--- src/rtl/ring_fifo.sv ---
// ring_fifo: single-clock FIFO on a power-of-two register ring with registered read data.
// Define RING_FIFO_ERR_EN to add the sticky overflow/underflow ports.
module ring_fifo #(
    parameter int unsigned WIDTH       = 16,
    parameter int unsigned N           = 4,
    parameter int unsigned AFULL_LEVEL = 12
) (
    input  logic             clk,
    input  logic             rst_n,
    input  logic             wr_en,
    input  logic [WIDTH-1:0] data_in,
    input  logic             rd_en,
    output logic [WIDTH-1:0] data_out,
    output logic             data_valid,
    output logic             empty,
    output logic             full,
    output logic             almost_full,
`ifdef RING_FIFO_ERR_EN
    output logic [N:0]       count,
    output logic             overflow,
    output logic             underflow
`else
    output logic [N:0]       count
`endif
);

    localparam int unsigned DEPTH = 2 ** N;
    localparam int unsigned PW    = N + 1;

    logic [WIDTH-1:0] mem_q [DEPTH];

    logic [PW-1:0]    head_q, head_d;
    logic [PW-1:0]    tail_q, tail_d;
    logic [WIDTH-1:0] data_out_q, data_out_d;
    logic             data_valid_q, data_valid_d;

    logic [PW-1:0]    count_c;
    logic             empty_c;
    logic             full_c;
    logic             almost_full_c;
    logic             rd_accept_c;
    logic             wr_accept_c;

    // Status flags depend only on the registered pointers.
    always_comb begin
        count_c       = head_q - tail_q;
        empty_c       = (count_c == '0);
        full_c        = (count_c == PW'(DEPTH));
        almost_full_c = (count_c >= PW'(AFULL_LEVEL));
    end

    // A full FIFO still takes a write when a read frees a slot in the same cycle.
    always_comb begin
        rd_accept_c = rd_en & ~empty_c;
        wr_accept_c = wr_en & (~full_c | rd_accept_c);
    end

    always_comb begin
        head_d       = head_q;
        tail_d       = tail_q;
        data_out_d   = data_out_q;
        data_valid_d = 1'b0;
        if (wr_accept_c) begin
            head_d = head_q + PW'(1);
        end
        if (rd_accept_c) begin
            tail_d       = tail_q + PW'(1);
            data_out_d   = mem_q[tail_q[N-1:0]];
            data_valid_d = 1'b1;
        end
    end

    always_ff @(posedge clk or negedge rst_n) begin
        if (!rst_n) begin
            head_q       <= '0;
            tail_q       <= '0;
            data_out_q   <= '0;
            data_valid_q <= 1'b0;
        end else begin
            head_q       <= head_d;
            tail_q       <= tail_d;
            data_out_q   <= data_out_d;
            data_valid_q <= data_valid_d;
        end
    end

    // Storage is deliberately not reset; the pointers define what is valid.
    always_ff @(posedge clk) begin
        if (wr_accept_c) begin
            mem_q[head_q[N-1:0]] <= data_in;
        end
    end

`ifdef RING_FIFO_ERR_EN
    logic overflow_q, overflow_d;
    logic underflow_q, underflow_d;

    always_comb begin
        overflow_d  = overflow_q  | (wr_en & ~wr_accept_c);
        underflow_d = underflow_q | (rd_en & empty_c);
    end

    always_ff @(posedge clk or negedge rst_n) begin
        if (!rst_n) begin
            overflow_q  <= 1'b0;
            underflow_q <= 1'b0;
        end else begin
            overflow_q  <= overflow_d;
            underflow_q <= underflow_d;
        end
    end

    assign overflow  = overflow_q;
    assign underflow = underflow_q;
`endif

    assign data_out    = data_out_q;
    assign data_valid  = data_valid_q;
    assign empty       = empty_c;
    assign full        = full_c;
    assign almost_full = almost_full_c;
    assign count       = count_c;

endmodule
--- config.mk ---
export PLATFORM = sky130hd
export DESIGN_NAME = ring_fifo
export DESIGN_NICKNAME = d
export VERILOG_FILES = /design/src/rtl/ring_fifo.sv
export SDC_FILE = /design/constraint.sdc
export NUM_CORES = 1
export LEC_CHECK = 0
export CAP_MARGIN = 20
export CELL_PAD_IN_SITES_DETAIL_PLACEMENT = 1
export CELL_PAD_IN_SITES_GLOBAL_PLACEMENT = 1
export CORE_MARGIN = 10
export CORE_UTILIZATION = 44
export DETAILED_ROUTE_END_ITERATION = 12
export PLACE_DENSITY = 0.68
export SLEW_MARGIN = 20
export SYNTH_ARGS = -nofsm -noshare
export SYNTH_HDL_FRONTEND = slang
export SYNTH_SLANG_ARGS = --single-unit
--- constraint.sdc ---
create_clock -name clk -period 4 [get_ports clk]
set_input_delay 0.8 -clock clk [delete_from_list [all_inputs] [get_ports clk]]
set_output_delay 0.8 -clock clk [all_outputs]
set_load 0.01 [all_outputs]
Word-level counts from Yosys, hierarchy flattened:

Memories as Yosys holds them, arrays and structs flattened. A register that Yosys moved wholly into a read port is not among the register bits.
Index checks and enable logic that the tools add are counted.

* flip-flop bits (word level): 11
* bits in writable memories: 256
* output and inout bits: 25
* logic and storage cells: 19
* memories: 1

Memories
* mem_q: depth 16, width 16, read ports 1, clocked after memory_dff 1, write ports 1, RTL line 30 `logic [WIDTH-1:0] mem_q [DEPTH];`

* $add $sub $neg: 3
* magnitude comparators: 1
* eq/ne operators: 1
* multiplexer cells: 3
* bitwise operators: 5
* reductions and logical operators: 2

Operators by type and width (count)
* 5-bit by 1-bit adder with 5-bit output, second input constant: 2
* 5-bit == test, second input constant: 1
* 5-bit by 4-bit greater-or-equal comparator with 1-bit output, second input constant: 1
* 5-bit logical NOT: 1
* 5-bit subtractor: 1
* 1-bit two-way mux: 3
* 1-bit AND: 2
* 1-bit inverter: 2
* 1-bit logical NOT: 1
* 1-bit bitwise OR: 1

Logic depth before layout (Yosys ltp):

* depth in word-level cells: 8
* mapped depth: 10
* gate-level depth less buffers: 9

Least setup slack after synthesis:

Ideal clock, no wire load.

* kind: register to register
* start: reg tail_q[1]
* end: mem mem_q[5][0], enable pin
* library setup time: 0.430 ns
* arrival: 3.907 ns
* required time: 3.570 ns
* setup slack: -0.337 ns
* cell stages (with the launch flop): 9
* buffers on the path: 2
* clock period less this slack: 4.337 ns
* cells stage by stage: dfrtp_1 -> buf_1 -> clkbuf_1 -> inv_1 -> fa_1 -> xor2_1 -> nand4b_2 -> a2111oi_4 -> nor4_1

* cells in the longest elaborated chain, start to end: 8

RTL lines
* from (decl): RTL line 33 `logic [PW-1:0] tail_q, tail_d;`
* from (signal assigned): RTL line 81 `tail_q <= tail_d;`
* 5-bit subtractor *: RTL line 46 `count_c = head_q - tail_q;`
* via count[2]: RTL line 23 `output logic [N:0] count`
* 5-bit logical NOT: RTL line 47 `empty_c = (count_c == '0);`
* 1-bit inverter: RTL line 54 `rd_accept_c = rd_en & ~empty_c;`
* 1-bit AND: RTL line 54
* 1-bit bitwise OR *: RTL line 55 `wr_accept_c = wr_en & (~full_c | rd_accept_c);`
* 1-bit AND *: RTL line 55
* 1-bit two-way mux *: RTL line 89 `if (wr_accept_c) begin`
* 1-bit two-way mux (not written as such) *: RTL line 90 `mem_q[head_q[N-1:0]] <= data_in;`
* to (decl): RTL line 30

Mark *: on every way through the listed nets, which the timed path passes. The rest lies on a longest branch.

Worst setup path after layout:

* start: reg head_q[0]
* end: mem mem_q[14][6], enable pin

* cells in the longest elaborated chain, start to end: 8

RTL lines
* from (decl): RTL line 32 `logic [PW-1:0] head_q, head_d;`
* from (signal assigned): RTL line 75 `head_q <= '0;`
* from (signal assigned): RTL line 80 `head_q <= head_d;`
* 5-bit subtractor: RTL line 46
* 5-bit logical NOT: RTL line 47
* 1-bit inverter: RTL line 54
* 1-bit AND: RTL line 54
* 1-bit bitwise OR: RTL line 55
* 1-bit AND: RTL line 55
* 1-bit two-way mux: RTL line 89
* 1-bit two-way mux (not written as such): RTL line 90

Several ways; a longest one is shown, not always the timed one.

==> impl_metrics.env <==
export IMPL_areaGrowthSynthToFinish_pct=18.51
export IMPL_cp_required_ps=4240
export IMPL_ant_nets=0
export IMPL_clk_latency_ps=540
export IMPL_place_area_mm2=0.01203
export IMPL_outcome="finished, final reports clean"
export IMPL_max_slew_margin_pct=26.02
export IMPL_cts_hold_buf=0
export IMPL_hp_start="head_q[4]"
export IMPL_grt_max_degree=36
export IMPL_die_h_um=178.1
export IMPL_period_minus_slack_ps=3846
export IMPL_drv_slew=0
export IMPL_drt_initial_drc_count=439
export IMPL_cts_buffers=30
export IMPL_cts_tree="done"
export IMPL_skew_ps=19.76
export IMPL_die_w_um=178.1
export IMPL_power_leakage_nw=4.359
export IMPL_ys_top_cells_by_area="edfxtp_1 70%, mux4_2 13%, dfrtp_1 6.1%, a22oi_1 2.2%, mux2_2 1.7%"
export IMPL_path_max_fanout=9
export IMPL_grt_pass1_vias=6083
export IMPL_insertedDiodeCount=0
export IMPL_ir_worst_vdd_mv=0.6939
export IMPL_ys_flop_type="edfxtp_1"
export IMPL_final_common_cell="edfxtp_1"
export IMPL_antenna_found_initial=2
export IMPL_synth_cell_types=32
export IMPL_startpoint="head_q[0]"
export IMPL_cp_start_kind="flop"
export IMPL_drv_cap=0
export IMPL_synthMuxAreaShare_pct=14.95
export IMPL_nFillCells=2144
export IMPL_core_mm2=0.02446
export IMPL_finalNetCount=635
export IMPL_power_w=0.009921
export IMPL_synth_area_leader_cell="edfxtp_1"
export IMPL_hold_class="flop to flop"
export IMPL_synthCells=521
export IMPL_cellPowerDensity_mw_per_mm2=761.1
export IMPL_synthSimpleGateAreaFrac_pct=2.810
export IMPL_fin_ws_ps=154.3
export IMPL_netlist_area_mm2=0.01100
export IMPL_synth_top_family_by_area="multiplexers"
export IMPL_num_vias=5433
export IMPL_layout_common_cells="256 x edfxtp_1, 64 x mux4_2, 43 x clkdlybuf4s50_1"
export IMPL_dp_slack_ps=80.38
export IMPL_wl_per_cell_um=28.02
export IMPL_syn_nets=551
export IMPL_drive_gt1_share_pct=28.46
export IMPL_ioPinCount=45
export IMPL_synthXorXnorAreaFrac_pct=0.8760
export IMPL_hold_viol=0
export IMPL_worst_slew_pin_slew_ps=1106
export IMPL_worstPathArrival_ps=4080
export IMPL_synth_edff_count=256
export IMPL_yosys_register_bits=283
export IMPL_drtPass1Iterations=5
export IMPL_r2r_start="head_q[0]"
export IMPL_tns_ps=0
export IMPL_cts_sinks=283
export IMPL_globalRouteOverflowTotal=0
export IMPL_synth_compound_area_share_pct=2.878
export IMPL_yosysWarnings=0
export IMPL_hpwl_um=16070
export IMPL_clk_pin_slew_ps=60
export IMPL_finalSetupViolations=0
export IMPL_grtUsageTotal_pct=17.14
export IMPL_seq_area_frac_synth_pct=76.04
export IMPL_start_util_pct=44.96
export IMPL_via_per_inst=5.701
export IMPL_synth_area_per_cell_um2=21.11
export IMPL_grt_pass1_wl_um=40150
export IMPL_htree_levels=1
export IMPL_finalCritPeriodShare_pct=96.14
export IMPL_rows=57
export IMPL_timing_fmax_mhz=260.0
export IMPL_drc=0
export IMPL_dieArea_mm2=0.03172
export IMPL_wl_um=26700
export IMPL_path_class="flop to flop"
export IMPL_fin_util_pct=53.28
export IMPL_ctsRootBufferMaster="clkbuf_16"
export IMPL_place_congestion=0.7989
export IMPL_netlist_area_leader_share_pct=69.90
export IMPL_async_flop_share_pct=9.541
export IMPL_cts_buffer_depth=3
export IMPL_fin_area_mm2=0.01303
export IMPL_synthAdderAreaFrac_pct=1.206
export IMPL_cp_end_kind="flop"
export IMPL_io_buffers=44
synth_stat cells, types with 3 or more instances:
| cell type | count |
|---|---|
| a21oi_1 | 4 |
| a22oi_1 | 32 |
| buf_2 | 7 |
| clkbuf_1 | 11 |
| dfrtp_1 | 27 |
| edfxtp_1 | 256 |
| ha_1 | 9 |
| inv_1 | 11 |
| mux2_2 | 17 |
| mux4_2 | 64 |
| nand2_1 | 24 |
| nand3_1 | 4 |
| nor2_1 | 11 |
| nor3_1 | 9 |
| or2_2 | 3 |
| xnor2_1 | 6 |
| xor2_1 | 5 |
power by group:
| part | switching, W | internal [W] | total, W |
|---|---|---|---|
| Combinational | 0.00186 | 0.00157 | 0.00343 |
| Sequential | 0.000172 | 0.00365 | 0.00382 |
| Clock | 0.00107 | 0.00159 | 0.00267 |
| Total | 0.00310 | 0.00682 | 0.00992 |
registers in the layout (all words and copies together) (netlist names):
register    cells
data_out       16
mem_q         256
head_q          5
data_valid      1
tail_q          5
final timing paths:
path	endpoint	depth (start not counted)	slack (ps)
max	mem_q[14][6]	12	150
min in group asynchronous	tail_q[4]	1	570
min	head_q[4]	1	490
max reg2reg	mem_q[14][6]	12	150
max in group asynchronous	tail_q[0]	2	2740
min reg2reg	head_q[4]	1	490
layer usage:
| metal | routed length (µm) | GRT usage [%] |
|---|---|---|
| met5 | 31 | 0 |
| met4 | 378 | 3.821 |
| met3 | 1670 | 3.171 |
| met2 | 13900 | 29.63 |
| met1 | 10720 | 22.07 |
critical path, cell delays in order, from the launching register on:
cell and delay, ps:
dfrtp_2 450, inv_2 90, ha_1 160, inv_1 50, fa_1 400, xor2_1 330, a211o_1 220, buf_4 120
buf_4 100, a2111oi_4 60, or2_2 350, nor2_1 850, buf_4 330
area by class of cell:
class                   count  area (µm²)  area share (%)
clock buffers              48       899.6           6.902
well taps                 324       405.4           3.110
flip-flops and latches    283        8369           64.21
repair buffers             73       664.4           5.097
inverters                  11       41.29          0.3168
multi-input cells         206        2589           19.86
clock inverters             8       65.06          0.4992
kinds of logic (layout without fill, tap and decap cells):
logic type,count (synthesis),after routing
compound gates,39,39
xor+xnor,11,11
fa+ha+maj,10,10
buf+inv,32,140
flops,283,283
mux,82,82
simple gates,64,64
through the flow:
stage | hold slack (ps) | std cells
2_1_floorplan | 460.4 | 521
5_1_grt | 528.1 | 953
6_report | 493.0 | 953
4_1_cts | 503.5 | 952
3_5_place_dp | 490.3 | 895
3_3_place_gp | 484.7 | 894
repair_timing:
item                                   in CTS  in global routing
setup buffers                               1                  1
setup endpoints to repair                   1                 11
pin swaps                                   1                  1
gates resized for setup                     1                  5
endpoints found under the hold margin       0                  0
Power figures use the tool's default switching activity.
